==> src/rtl/alu_issue_pkg.sv <==
// Shared opcode map and issue-FSM encoding for the ALU issue stage and the ALU itself.
package alu_issue_pkg;

    localparam logic [3:0] OP_ADD    = 4'b0000;
    localparam logic [3:0] OP_SUB    = 4'b0001;
    localparam logic [3:0] OP_RED    = 4'b0010;
    localparam logic [3:0] OP_XOR    = 4'b0011;
    localparam logic [3:0] OP_SLL    = 4'b0100;
    localparam logic [3:0] OP_SRA    = 4'b0101;
    localparam logic [3:0] OP_ROR    = 4'b0110;
    localparam logic [3:0] OP_PADDSB = 4'b0111;

    // Upper opcode bits select the memory-address (10xx) and control (11xx) classes.
    localparam logic [1:0] OP_MEM_HI  = 2'b10;
    localparam logic [1:0] OP_CTRL_HI = 2'b11;

    typedef enum logic [1:0] {
        ST_IDLE = 2'd0,
        ST_EXEC = 2'd1,
        ST_WB   = 2'd2
    } state_e;

    function automatic logic is_mem_op(input logic [3:0] op);
        return op[3:2] == OP_MEM_HI;
    endfunction

    function automatic logic is_shift_op(input logic [3:0] op);
        return (op == OP_SLL) || (op == OP_SRA) || (op == OP_ROR);
    endfunction

endpackage

==> src/rtl/alu_issue_imm_sel.sv <==
// Operand-B selection: register operand, zero-extended shift amount, or sign-extended offset.
module imm_sel
    import alu_issue_pkg::*;
(
    input  logic [3:0]  opcode,
    input  logic [15:0] rt_data,
    input  logic [3:0]  imm,
    output logic [15:0] alu_b
);

    always_comb begin
        alu_b = rt_data;
        if (is_mem_op(opcode)) begin
            alu_b = {{12{imm[3]}}, imm};
        end else if (is_shift_op(opcode)) begin
            alu_b = {12'h000, imm};
        end
    end

endmodule

==> src/rtl/alu_issue.sv <==
// Three-state issue stage: latch operands for an external ALU, capture its result,
// and hold a writeback until the consumer accepts it.
module alu_issue
    import alu_issue_pkg::*;
(
    input  logic        clk,
    input  logic        rst,
    input  logic        instr_valid,
    output logic        instr_ready,
    input  logic [15:0] instr,
    input  logic [15:0] rs_data,
    input  logic [15:0] rt_data,
    output logic [3:0]  alu_op,
    output logic [15:0] alu_a,
    output logic [15:0] alu_b,
    input  logic [15:0] alu_out,
    input  logic        alu_ovfl,
    output logic        wb_valid,
    input  logic        wb_ready,
    output logic [3:0]  wb_rd,
    output logic [15:0] wb_data,
    output logic        wb_mem,
    output logic [2:0]  flags,
    output logic        unsup
);

    state_e      state_q, state_d;
    logic [3:0]  alu_op_q, alu_op_d;
    logic [15:0] alu_a_q, alu_a_d;
    logic [15:0] alu_b_q, alu_b_d;
    logic [3:0]  rd_q, rd_d;
    logic [3:0]  wb_rd_q, wb_rd_d;
    logic [15:0] wb_data_q, wb_data_d;
    logic        wb_mem_q, wb_mem_d;
    logic [2:0]  flags_q, flags_d;
    logic        unsup_q, unsup_d;
    logic [15:0] alu_b_sel;

    // The rs register index is resolved upstream; only its data reaches this block.
    logic unused_rs_idx;
    assign unused_rs_idx = ^instr[7:4];

    imm_sel u_imm_sel (
        .opcode  (instr[15:12]),
        .rt_data (rt_data),
        .imm     (instr[3:0]),
        .alu_b   (alu_b_sel)
    );

    // NOTE: every output of this block is given a default first, so no path leaves a latch.
    always_comb begin
        state_d     = state_q;
        alu_op_d    = alu_op_q;
        alu_a_d     = alu_a_q;
        alu_b_d     = alu_b_q;
        rd_d        = rd_q;
        wb_rd_d     = wb_rd_q;
        wb_data_d   = wb_data_q;
        wb_mem_d    = wb_mem_q;
        flags_d     = flags_q;
        unsup_d     = 1'b0;
        instr_ready = (state_q == ST_IDLE);
        wb_valid    = (state_q == ST_WB);

        case (state_q)
            ST_IDLE: begin
                if (instr_valid) begin
                    if (instr[15:14] == OP_CTRL_HI) begin
                        unsup_d = 1'b1;
                    end else begin
                        alu_op_d = instr[15:12];
                        alu_a_d  = rs_data;
                        alu_b_d  = alu_b_sel;
                        rd_d     = instr[11:8];
                        state_d  = ST_EXEC;
                    end
                end
            end
            ST_EXEC: begin
                wb_data_d = alu_out;
                wb_rd_d   = rd_q;
                wb_mem_d  = is_mem_op(alu_op_q);
                if ((alu_op_q == OP_ADD) || (alu_op_q == OP_SUB)) begin
                    flags_d = {alu_out[15], alu_out == 16'h0000, alu_ovfl};
                end else if ((alu_op_q == OP_XOR) || is_shift_op(alu_op_q)) begin
                    flags_d[1] = (alu_out == 16'h0000);
                end
                state_d = ST_WB;
            end
            ST_WB: begin
                if (wb_ready) begin
                    state_d = ST_IDLE;
                end
            end
            default: state_d = ST_IDLE;
        endcase
    end

    // NOTE: sequential state is updated with non-blocking assignments only.
    always_ff @(posedge clk or posedge rst) begin
        if (rst) begin
            state_q   <= ST_IDLE;
            alu_op_q  <= 4'h0;
            alu_a_q   <= 16'h0000;
            alu_b_q   <= 16'h0000;
            rd_q      <= 4'h0;
            wb_rd_q   <= 4'h0;
            wb_data_q <= 16'h0000;
            wb_mem_q  <= 1'b0;
            flags_q   <= 3'b000;
            unsup_q   <= 1'b0;
        end else begin
            state_q   <= state_d;
            alu_op_q  <= alu_op_d;
            alu_a_q   <= alu_a_d;
            alu_b_q   <= alu_b_d;
            rd_q      <= rd_d;
            wb_rd_q   <= wb_rd_d;
            wb_data_q <= wb_data_d;
            wb_mem_q  <= wb_mem_d;
            flags_q   <= flags_d;
            unsup_q   <= unsup_d;
        end
    end

    assign alu_op  = alu_op_q;
    assign alu_a   = alu_a_q;
    assign alu_b   = alu_b_q;
    assign wb_rd   = wb_rd_q;
    assign wb_data = wb_data_q;
    assign wb_mem  = wb_mem_q;
    assign flags   = flags_q;
    assign unsup   = unsup_q;

endmodule

==> config.mk <==
export PLATFORM = sky130hd
export DESIGN_NAME = alu_issue
export DESIGN_NICKNAME = d
export VERILOG_FILES = /design/src/rtl/alu_issue_pkg.sv /design/src/rtl/alu_issue_imm_sel.sv /design/src/rtl/alu_issue.sv
export SDC_FILE = /design/constraint.sdc
export NUM_CORES = 1
export LEC_CHECK = 0
export ABC_CLOCK_PERIOD_IN_PS = 4300
export CORE_ASPECT_RATIO = 0.8
export CORE_UTILIZATION = 43
export DETAILED_ROUTE_END_ITERATION = 12
export PLACE_DENSITY = 0.88
export SLEW_MARGIN = 20
export SYNTH_ARGS = -nofsm -noshare
export SYNTH_HDL_FRONTEND = slang
export SYNTH_SLANG_ARGS = --single-unit
==> constraint.sdc <==
create_clock -name clk -period 4.3 [get_ports clk]
set_clock_uncertainty 0.15 [all_clocks]
set_input_delay 0.86 -clock clk [delete_from_list [all_inputs] [get_ports clk]]
set_output_delay 0.86 -clock clk [all_outputs]
set_load 0.02 [all_outputs]
Word level (Yosys, flattened, before mapping):

Cells that the tools add are included.

* equal/unequal tests: 16
* mux-type cells: 11
* bitwise logic cells: 1
* reductions and logical operators: 14

Operators with widths (number)
* $mux 16: 2
* $eq 4x3->1 const B: 6
* $logic_not 16->1: 1
* $eq 2x2->1 const B: 4
* $logic_or 1x1->1: 6
* $mux 2: 3
* $pmux 2 s3: 1
* $reduce_and 3->1: 2
* $mux 1: 5
* $eq 4x1->1 const B: 1
* $eq 4x2->1 const B: 1
* $logic_not 4->1: 1
* $ne 2x2->1 const B: 2
* $reduce_and 2->1: 2
* $eq 2x1->1 const B: 1
* $logic_not 2->1: 1
* $ne 2x1->1 const B: 1
* $reduce_bool 2->1: 1
* $not 1->1: 1

* register bits: 67
* bits of input ports: 69
* output and inout bits: 63
* word-level logic and storage cells: 53

Depth between registers and ports, before layout:

Gate-level depths: netlist of the first run.

* depth after elaboration: 6
* mapped depth: 6

By module:

From an unflattened synthesis of the first run, not the netlist that was laid out.

* cell total of the unflattened synthesis: 265
* area, all modules: 2985.4 µm²

By module, submodules not included
* alu_issue: times used 1, cells each 204, area an instance 2590.0 µm²
* imm_sel: times used 1, cells each 61, area an instance 395.4 µm²

Least setup slack after synthesis of the first run:

Ideal clock, no wire load.

* kind: input -> register
* start point: input instr_valid
* end point: register alu_a_q[0] (netlist: alu_a[0])
* library setup time: 0.125 ns
* data arrival time: 2.016 ns
* slack: 2.009 ns
* stages: 5
* cells stage by stage: or3b_1 -> buf_2 -> a21oi_4 -> buf_6 -> mux2_2

* longest elaborated chain between the ends: 1

Ends and longest elaborated chain
* start, declared: RTL line alu_issue.sv:8 `input logic instr_valid,`
* $reduce_and 3->1 (no line)
* end signal, assigned: RTL line alu_issue.sv:115 `alu_a_q <= alu_a_d;`
* end, declared: RTL line alu_issue.sv:29 `logic [15:0] alu_a_q, alu_a_d;`

No other way between the ends.
A chain may end at the register's enable or synchronous reset.

Worst setup path after layout of the first run:

* start point: input instr_valid
* end point: register alu_a_q[4] (netlist: alu_a[4])

The elaborated chain is that of the path after synthesis.

==> results of run 1 <==
per-stage QoR:
step | cells | total power, W | setup slack, ps | util
floorplan | 246 | 0.00170 | 1610 | -
global placement | 447 | 0.00234 | 1150 | 0.675
detailed placement | 447 | 0.00238 | 1140 | 0.675
CTS | 463 | 0.00284 | 1480 | 0.704
global route | 463 | 0.00297 | 1360 | 0.704
finish | 463 | 0.00281 | 1490 | 0.704
final timing paths:
check / startpoint / end / slack (ps) / depth (start not counted)
max: instr_valid / alu_a[4] / 1490 / 5
max reg2reg: state_q[1] / alu_a[4] / 2020 / 4
min in group asynchronous: rst / alu_a[15] / 830 / 2
min reg2reg: rd_q[1] / wb_rd[1] / 320 / 2
min: rd_q[1] / wb_rd[1] / 320 / 2
max in group asynchronous: rst / flags[0] / 2400 / 3
power by group through the flow:
stage	Sequential, W	Combinational (W)	Clock [W]
finish	0.00106	0.00130	0.000452
floorplan	0.00137	0.000335	0
global placement	0.00105	0.00129	0
CTS	0.00106	0.00132	0.000462
detailed placement	0.00107	0.00131	0
global route	0.00109	0.00139	0.000488
cell usage after synthesis:
| master | n | share of area |
|---|---|---|
| nor2b_1 | 1 | 0.0023 |
| nand2b_1 | 2 | 0.0047 |
| buf_6 | 2 | 0.0084 |
| xnor2_1 | 1 | 0.0033 |
| nand2_1 | 76 | 0.11 |
| mux2i_1 | 4 | 0.015 |
| o21ai_0 | 2 | 0.0037 |
| nand3b_1 | 1 | 0.0028 |
| buf_4 | 1 | 0.0028 |
| nand4_1 | 1 | 0.0023 |
| nor4_1 | 4 | 0.0094 |
| a21oi_1 | 16 | 0.030 |
| or3b_1 | 1 | 0.0033 |
| clkbuf_1 | 5 | 0.0070 |
| o21a_1 | 1 | 0.0028 |
| inv_1 | 3 | 0.0042 |
| a21oi_4 | 1 | 0.0061 |
| nor2_1 | 25 | 0.035 |
| mux2_2 | 24 | 0.10 |
| or4_1 | 1 | 0.0028 |
| buf_2 | 4 | 0.0075 |
| a211o_1 | 1 | 0.0033 |
| mux2i_2 | 1 | 0.0051 |
| dfrtp_1 | 67 | 0.63 |
| a21boi_0 | 1 | 0.0028 |
area by class of cell:
class / instances / area (sq um) / area share
sequential: 67 / 1680 / 0.400
timing repair buffer: 132 / 1310 / 0.313
multi-input combinational: 164 / 916 / 0.219
clock buffer: 12 / 145 / 0.0347
tap: 81 / 101 / 0.0242
clock inverter: 4 / 26.3 / 0.00628
inverter: 3 / 12.5 / 0.00299
sequential cells by signal, indices dropped and copies added, names as in the netlist:
register	count
wb_data	16
alu_b	16
wb_rd	4
unsup	1
rd_q	4
flags	3
alu_a	16
wb_mem	1
state_q	2
alu_op	4
cell usage in the layout (no fill, tap or decap):
| cell | synthesis | layout |
|---|---|---|
| a211o_1 | 1 | 1 |
| a21boi_0 | 1 | 1 |
| a21oi_1 | 16 | 16 |
| a21oi_4 | 1 | 1 |
| buf_4 | 1 | 5 |
| clkbuf_1 | 5 | 2 |
| clkbuf_8 | 0 | 10 |
| clkdlybuf4s50_1 | 0 | 127 |
| clkinv_2 | 0 | 3 |
| clkinv_4 | 0 | 1 |
| clkinvlp_4 | 0 | 1 |
| dfrtp_1 | 67 | 67 |
| inv_1 | 3 | 2 |
| mux2_2 | 24 | 24 |
| mux2i_1 | 4 | 4 |
| mux2i_2 | 1 | 1 |
| nand2_1 | 76 | 76 |
| nand2b_1 | 2 | 2 |
| nand3b_1 | 1 | 1 |
| nand4_1 | 1 | 1 |
| nor2_1 | 25 | 25 |
| nor2b_1 | 1 | 1 |
| nor4_1 | 4 | 4 |
| o21a_1 | 1 | 1 |
| o21ai_0 | 2 | 2 |
| or3b_1 | 1 | 1 |
| or4_1 | 1 | 1 |
| xnor2_1 | 1 | 1 |
logic make-up (layout without fill, tap and decap cells):
family                    after synthesis  in the layout
AOI/OAI and AO/OA                      22             22
xor gates and xnor gates                1              1
buffers and inverters                  15            151
DFF                                    67             67
muxes                                  29             29
and+or+nand+nor                       112            112
worst reg2reg max path, cell delays in order, from the launching register on:
cell	delay [ps]
dfrtp_1	410
or3b_1	510
a21oi_4	460
buf_4	280
mux2_2	350
per-layer routing:
layer	track usage	share of wire
met1	0.252	0.43
met2	0.342	0.48
met3	0.0807	0.077
met4	0.0663	0.015
met5	0	0
==> out/results.txt, run 1 <==
Die height = 72.5 um
Initial antenna violation count = 0
Synth Area in Simple Gates = 0.169
Dpl hpwl = 4660 um
DR vias = 2193
Site Rows = 25
Final setup viols = 0
Fin crit share = 0.655
Crit path buffers/inverters = 2
Worst-path cell chain = clkdlybuf4s50_1 > or3b_1 > a21oi_4 > buf_4 > mux2_2
Slew @ Worst Pin = 940 ps
Gr usage total = 0.207
Average footprint of a synthesized cell = 10.9 sq um
Nets = 446
IO Pins = 132
Crit path largest cell delay = 470 ps
Outcome = finished clean
Resized cells post-CTS = 0
Relative max-transition margin = 0.361
Clock Path Buffers = 2
Clk sinks = 67
Largest family of logic cells by synthesized area = simple AND/OR/NAND/NOR gates
Global-route wire length before repair = 10500 um
Routability cong. = 0.803
Vias in the first global route = 2297
CTS Root Cell = clkbuf_8
CTS tree = built
GRT Residual Overflow = 0
Critical path class = input port to flop
H-tree Lvls = 3
Cts bufs inserted = 9
CP max FO = 16
Clock-pin slew on the worst setup and hold paths = 70 ps
DR pass1 iterations = 4
Sw frac = 0.365
Syn Inst Count = 246
Final non-filler cell area = 4190 sq um
Min cycle time layout = 2810 ps
Sequential share of power = 0.376
Core box area = 5940 sq um
Sequential-to-total area share from yosys stat = 0.627
Critical Path Start Type = input port
Mux cell area share after synthesis = 0.121
Yosys reg bits = 67
Chip Width = 90.1 um
Top cell family by delay on the critical path = buffers and inverters
Fin. max-slew vios = 0
Placed Area = 4010 sq um
Fraction of the mapped netlist area in compound gates = 0.0487
YS warnings = 0
Pin count of the biggest net entering global routing = 48
PwrDens = 671 nW/um^2
Post-route DRC = 0
Max Freq = 355 MHz
Synth Area in Adders = 0
DR vias/cell = 4.74
CTS hold repair buffers = 0
Final antenna-violating net count = 0
Initial Utilization = 0.450
I/O Buffers = 127
Internal power = 0.00178 W
Leak Pwr = 1.85 nW
DRT Wirelength = 6320 um
Hold WS = 322 ps
Fill cells = 449
Area of the die = 6540 sq um
Antenna fix cells = 0
Routed len/inst = 13.7 um
Area Growth Syn to Fin = 56.6%
Share of cells above drive strength 1 = 0.120
Worst EP arrival = 2880 ps
Worst setup EP type = flop
Clk_lat worst skew = 330 ps
Post-Synth XOR/XNOR Area = 0.00328
Hold Violations, Final = 0
Logic pwr share = 0.463
Mapped Area = 2670 sq um
Setup TNS = 0 ps
Netlist cell types = 25
1st-iter DRT viols = 60
Clock share of power = 0.161
Switching pwr = 0.00103 W
CP max stage cell = or3b_1
CP Data Required Time = 4370 ps
Net Count, Synth = 315
RSZ-0062 raised after global routing = false
Worst VDD drop = 0.421 mV
Hold Crit Class = flop to flop
Setup Fix Bufs, Post-CTS = 0
Max-Cap Viols = 0
Power figures use the tool's default switching activity.
==> inputs of run 2 (changes only) <==
--- a/config.mk
+++ b/config.mk
@@ -5,11 +5,11 @@
 export SDC_FILE = /design/constraint.sdc
 export NUM_CORES = 1
 export LEC_CHECK = 0
-export ABC_CLOCK_PERIOD_IN_PS = 4300
+export ABC_CLOCK_PERIOD_IN_PS = 2790
 export CORE_ASPECT_RATIO = 0.8
-export CORE_UTILIZATION = 43
+export CORE_UTILIZATION = 40
 export DETAILED_ROUTE_END_ITERATION = 12
-export PLACE_DENSITY = 0.88
+export PLACE_DENSITY = 0.83
 export SLEW_MARGIN = 20
 export SYNTH_ARGS = -nofsm -noshare
 export SYNTH_HDL_FRONTEND = slang
==> constraint.sdc (replaced) <==
create_clock -name clk -period 2.79 [get_ports clk]
set_clock_uncertainty 0.15 [all_clocks]
set_input_delay 0.558 -clock clk [delete_from_list [all_inputs] [get_ports clk]]
set_output_delay 0.558 -clock clk [all_outputs]
set_load 0.02 [all_outputs]
==> run 2 against run 1 <==
Effect of this change: die area increased by 7.3%; global-route usage decreased by 1.4 points; non-clock buffer count increased by 3; via count increased by 0.59%; cell area increased by 1.4%; sequential cell count unchanged; register-to-register slack got worse by 1200 ps; clock-buffer cell count decreased by 1; critical path type is now flop to output pin; largest cell class unchanged.
==> out/results.txt, run 2 (synthesized netlist as in run 1, its figures left out) <==
Outcome = finished clean (unchanged)
Worst VDD drop = 0.531 mV (was 0.421 mV)
Vias in the first global route = 2244 (was 2297)
Most common cell after layout, fill and taps aside = clkdlybuf4s50_1 (unchanged)
Dpl hpwl = 4730 um (was 4660 um)
Pin count of the biggest net entering global routing = 32 (was 48)
Area of the die = 7010 sq um (was 6540 sq um)
Critical Path Start Type = flop (was input port)
Post-route DRC = 0 (unchanged)
CP Data Required Time = 2080 ps (was 4370 ps)
Stages on the worst setup path = 3 (was 5)
Antenna fix cells = 0 (unchanged)
Clk_lat worst skew = 340 ps (was 330 ps)
R2R Path End = rd_q[0] (was alu_a[4])
Gr usage total = 0.192 (was 0.207)
DR vias = 2206 (was 2193)
Final non-filler cell area = 4240 sq um (was 4190 sq um)
CP max stage cell = clkdlybuf4s50_1 (was or3b_1)
# placed instances = 453 (was 447)
Initial antenna violation count = 0 (unchanged)
Hold Violations, Final = 0 (unchanged)
Routability cong. = 0.752 (was 0.803)
Nets = 449 (was 446)
Clk sinks = 67 (unchanged)
Min cycle time layout = 2270 ps
Chip Width = 93.4 um (was 90.1 um)
Core box area = 6410 sq um (was 5940 sq um)
Hold WS = 323 ps (was 322 ps)
Slew @ Worst Pin = 741 ps (was 940 ps)
Worst r2r path cells = 4 (unchanged)
GRT Residual Overflow = 0 (unchanged)
Hold Startpoint = wb_rd[0] (was rd_q[1])
CP max FO = 5 (was 16)
Hold Crit Class = flop to flop (unchanged)
Setup Fix Bufs, Post-CTS = 0 (unchanged)
Clock Path Buffers = 2 (unchanged)
Share of cells above drive strength 1 = 0.132 (was 0.120)
CTS tree = built (unchanged)
Placed Area = 4070 sq um (was 4010 sq um)
Fin. max-slew vios = 0 (unchanged)
Crit path buffers/inverters = 2 (unchanged)
Initial Utilization = 0.417 (was 0.450)
Cts bufs inserted = 9 (unchanged)
Die height = 75.1 um (was 72.5 um)
Worst setup EP type = output pin (was flop)
R2R Path Start = state_q[1] (unchanged)
Most frequent cells in the layout = clkdlybuf4s50_1 (127), nand2_1 (76), dfrtp_1 (67), nor2_1 (25), mux2_2 (24) (unchanged)
PwrDens = 1030 nW/um^2 (was 671 nW/um^2)
Flop2flop setup slack = 830 ps (was 2020 ps)
Crit path largest cell delay = 600 ps (was 470 ps)
Max-Cap Viols = 0 (unchanged)
Max Freq = 441 MHz
Global-route wire length before repair = 10100 um (was 10500 um)
Resized cells post-CTS = 0 (unchanged)
Site Rows = 26 (was 25)
Area Growth Syn to Fin = 58.8% (was 56.6%)
I/O Buffers = 127 (unchanged)
Leak Pwr = 1.88 nW (was 1.85 nW)
Routed len/inst = 13.8 um (was 13.7 um)
Worst EP arrival = 1560 ps (was 2880 ps)
Final WS setup = 521 ps (was 1490 ps)
DR vias/cell = 4.70 (was 4.74)
Setup TNS = 0 ps (unchanged)
IO Pins = 132 (unchanged)
RSZ-0062 raised after global routing = false (unchanged)
CTS Root Cell = clkbuf_8 (unchanged)
Top cell family by delay on the critical path = buffers and inverters (unchanged)
Hold endpoint = wb_rd[0] (was wb_rd[1])
Layout Cells excl Fill = 469 (was 463)
Hold Path Cell Cnt = 2 (unchanged)
Critical path class = flop to output pin (was input port to flop)
Final setup viols = 0 (unchanged)
Relative max-transition margin = 0.505 (was 0.361)
Worst slack at placement = 279 ps (was 1140 ps)
Final antenna-violating net count = 0 (unchanged)
DR pass1 iterations = 4 (unchanged)
Worst-path cell chain = nand2b_1 > inv_1 > clkdlybuf4s50_1 (was clkdlybuf4s50_1 > or3b_1 > a21oi_4 > buf_4 > mux2_2)
DRT Wirelength = 6470 um (was 6320 um)
CTS hold repair buffers = 0 (unchanged)
Fin crit share = 0.813
H-tree Lvls = 3 (unchanged)
Clock-pin slew on the worst setup and hold paths = 80 ps (was 70 ps)
1st-iter DRT viols = 86 (was 60)
[run 2: changes by cell type in the layout (fill, tap and decap cells not counted)]
cell / delta
buf_12: +2
clkbuf_1: -2
buf_4: +1
clkbuf_8: +1
clkinv_2: +1
clkinv_4: -1
inv_2: +1
[run 2: report_power, final]
group	total [W]	switching, W	internal, W
Sequential	0.00163	0.000236	0.00139
Combinational	0.00203	0.00100	0.00103
Clock	0.000719	0.000354	0.000364
Total	0.00438	0.00159	0.00278
[run 2: tightest hold or removal path: cells and delay by family, from the launching register on]
family	cells	cell delay [ps]
AND/OR/NAND/NOR	2	100
flip-flops	1	340
[run 2: layout make-up]
cell class                      instances  area, sq um
Inverter                                3         11.3
Tap cell                               84          105
Clock buffer                           11          151
Sequential cell                        67         1680
Timing Repair Buffer                  135         1360
Multi-Input combinational cell        164          916
Fill cell                             503         2160
Clock inverter                          5         27.5
[run 2: how the worst max path moves through the flow]
stage                     start  endpoint  slack [ps]
finish               state_q[0]  wb_valid         520
global route         state_q[0]  wb_valid         450
CTS                  state_q[0]  wb_valid         500
detailed placement  instr_valid  alu_a[5]         280
global placement    instr_valid  alu_a[3]         310
floorplan                   rst  alu_a[0]         400
[run 2: layer usage]
layer,GRT usage,vias to the layer above,wire length (um)
met4,0.0667,0,117
met2,0.310,99,3000
met3,0.0939,13,664
met1,0.228,1025,2690
li1,-,1069,-
met5,0,-,0
[run 2: metrics by stage]
stage,total power (W),utilization
2_1_floorplan,0.00262,-
3_3_place_gp,0.00363,0.634
3_5_place_dp,0.00369,0.634
4_1_cts,0.00443,0.662
5_1_grt,0.00463,0.662
6_report,0.00438,0.662
==> inputs of run 3 (changes only) <==
--- a/config.mk
+++ b/config.mk
@@ -5,11 +5,11 @@
 export SDC_FILE = /design/constraint.sdc
 export NUM_CORES = 1
 export LEC_CHECK = 0
-export ABC_CLOCK_PERIOD_IN_PS = 2790
+export ABC_CLOCK_PERIOD_IN_PS = 1800
 export CORE_ASPECT_RATIO = 0.8
-export CORE_UTILIZATION = 40
+export CORE_UTILIZATION = 36
 export DETAILED_ROUTE_END_ITERATION = 12
-export PLACE_DENSITY = 0.83
+export PLACE_DENSITY = 0.79
 export SLEW_MARGIN = 20
 export SYNTH_ARGS = -nofsm -noshare
 export SYNTH_HDL_FRONTEND = slang
==> constraint.sdc (replaced) <==
create_clock -name clk -period 1.8 [get_ports clk]
set_clock_uncertainty 0.15 [all_clocks]
set_input_delay 0.36 -clock clk [delete_from_list [all_inputs] [get_ports clk]]
set_output_delay 0.36 -clock clk [all_outputs]
set_load 0.02 [all_outputs]
==> run 3 against run 2 <==
Effect of this change: the flow now finishes with violations (setup timing); non-clock buffer count is 9 higher; clock-buffer cell count is 2 higher; sequential share of layout area is 0.10 points lower; final cell count is 2.3% higher; die area is 11% higher; setup slack worse by 580 ps; critical endpoint is now rd_q[2]; largest power group unchanged.
==> out/results.txt, run 3 (synthesized netlist as in run 1, its figures left out) <==
Clock-pin slew on the worst setup and hold paths = 70 ps (was 80 ps)
Top cell family by delay on the critical path = buffers and inverters (unchanged)
Fill cells = 625 (was 503)
Worst-path cell chain = clkdlybuf4s50_1 > or3b_4 > a21oi_4 > buf_12 > mux2_2 (was nand2b_1 > inv_1 > clkdlybuf4s50_1)
Met1 usage = 0.216 (was 0.228)
Flop2flop setup slack = -10 ps (was 830 ps)
CP Data Required Time = 1870 ps (was 2080 ps)
M3 GR Usage = 0.0748 (was 0.0939)
Max Freq = 539 MHz
PwrDens = 1490 nW/um^2 (was 1030 nW/um^2)
Most frequent cells in the layout = nand2_1 (76), dfrtp_1 (67), clkdlybuf4s50_1 (64), dlygate4sd2_1 (62), nor2_1 (25) (was clkdlybuf4s50_1 (127), nand2_1 (76), dfrtp_1 (67), nor2_1 (25), mux2_2 (24))
Min cycle time layout = 1850 ps
Pin count of the biggest net entering global routing = 37 (was 32)
Clk_lat worst skew = 340 ps (about the same)
Post-route DRC = 0 (unchanged)
Vias in the first global route = 2331 (was 2244)
Slew @ Worst Pin = 429 ps (was 741 ps)
Core box area = 7030 sq um (was 6410 sq um)
Share of cells above drive strength 1 = 0.153 (was 0.132)
Critical Path Start Type = input port (was flop)
CTS hold repair buffers = 0 (unchanged)
Outcome = finished, violations left (was finished clean)
CTS Root Cell = clkbuf_8 (unchanged)
GRT busiest layer = met2 (unchanged)
CTS tree = built (unchanged)
CP max stage cell = clkdlybuf4s50_1 (unchanged)
Leak Pwr = 2.03 nW (was 1.88 nW)
Routability cong. = 0.737 (was 0.752)
Crit path largest cell delay = 450 ps (was 600 ps)
Fin. max-slew vios = 0 (unchanged)
Relative max-transition margin = 0.711 (was 0.505)
Worst EP arrival = 1920 ps (was 1560 ps)
CP max FO = 28 (was 5)
Area Growth Syn to Fin = 59.2% (was 58.8%)
R2R Path Start = state_q[0] (was state_q[1])
Dpl hpwl = 4910 um (was 4730 um)
Worst VDD drop = 0.667 mV (was 0.531 mV)
R2R Path End = rd_q[2] (was rd_q[0])
Chip Width = 98.3 um (was 93.4 um)
Cts bufs inserted = 9 (unchanged)
Area of the die = 7770 sq um (was 7010 sq um)
Hold Violations, Final = 0 (unchanged)
Initial Utilization = 0.380 (was 0.417)
RSZ-0062 raised after global routing = true (was false)
DR pass1 iterations = 9 (was 4)
Global-route wire length before repair = 11000 um (was 10100 um)
Final setup viols = 22 (was 0)
1st-iter DRT viols = 99 (was 86)
Antenna fix cells = 0 (unchanged)
Max-Cap Viols = 0 (unchanged)
DR vias/cell = 4.71 (was 4.70)
DRT Wirelength = 6590 um (was 6470 um)
Nets = 458 (was 449)
Initial antenna violation count = 0 (unchanged)
Routed len/inst = 13.7 um (was 13.8 um)
H-tree Lvls = 3 (unchanged)
Final WS setup = -54.1 ps (was 521 ps)
Fin crit share = 1.03
Most common cell after layout, fill and taps aside = nand2_1 (was clkdlybuf4s50_1)
# placed instances = 465 (was 453)
Critical path class = input port to flop (was flop to output pin)
Met2 Use GR = 0.308 (was 0.310)
Site Rows = 27 (was 26)
Crit path buffers/inverters = 2 (unchanged)
DR vias = 2260 (was 2206)
Gr usage total = 0.185 (was 0.192)
IO Pins = 132 (unchanged)
Setup Fix Bufs, Post-CTS = 0 (unchanged)
GRT Residual Overflow = 0 (unchanged)
Resized cells post-CTS = 67 (was 0)
Failing checks = setup timing
Final antenna-violating net count = 0 (unchanged)
Clock Path Buffers = 2 (unchanged)
Layout Cells excl Fill = 480 (was 469)
Hold Crit Class = input port to async pin (was flop to flop)
Worst r2r path cells = 4 (unchanged)
I/O Buffers = 127 (unchanged)
Worst setup EP type = flop (was output pin)
Die height = 79.1 um (was 75.1 um)
Setup TNS = -781 ps (was 0 ps)
Clk sinks = 67 (unchanged)
run 3: area by class of cell:
cell class	instances	area, sq um	area share
clock buffers	13	169	0.0397
clock inverters	2	10.0	0.00235
inverters	3	15.0	0.00353
multi-input cells	164	918	0.216
flip-flops and latches	67	1680	0.394
well taps	87	109	0.0256
repair buffers	144	1360	0.319
run 3: metrics by stage:
stage	utilization	worst slack (ps)	instance area [sq um]	total power, W	hold slack, ps
final	0.606	-54.1	4260	0.00636	265
after global routing	0.606	-69.7	4260	0.00680	277
after CTS	0.606	-44.8	4260	0.00646	266
after detailed placement	0.591	-429	4150	0.00577	306
after global placement	0.591	-396	4150	0.00567	299
after floorplan	-	-53.1	2680	0.00407	285
run 3: metal layers:
layer,vias up,wire [um]
met5,-,0
met4,0,97
met3,10,552
met2,84,3150
met1,1074,2790
li1,1092,-
run 3: worst max path at each step:
stage                start        end  slack [ps]  cells past startpoint
6_report       instr_valid    rd_q[2]         -50                      5
2_1_floorplan   state_q[0]   alu_a[0]         -50                      5
3_3_place_gp   instr_valid  alu_a[10]        -400                      5
5_1_grt        instr_valid    rd_q[2]         -70                      5
3_5_place_dp   instr_valid    rd_q[2]        -430                      5
4_1_cts        instr_valid    rd_q[2]         -40                      5
run 3: worst min-delay path, delay by kind of cell:
family / cells / cell delay [ps]
buffers and inverters: 3 / 760
run 3: where the power goes:
group | internal, W | switching (W)
registers | 0.00215 | 0.000350
logic | 0.00119 | 0.00154
clock network | 0.000601 | 0.000519
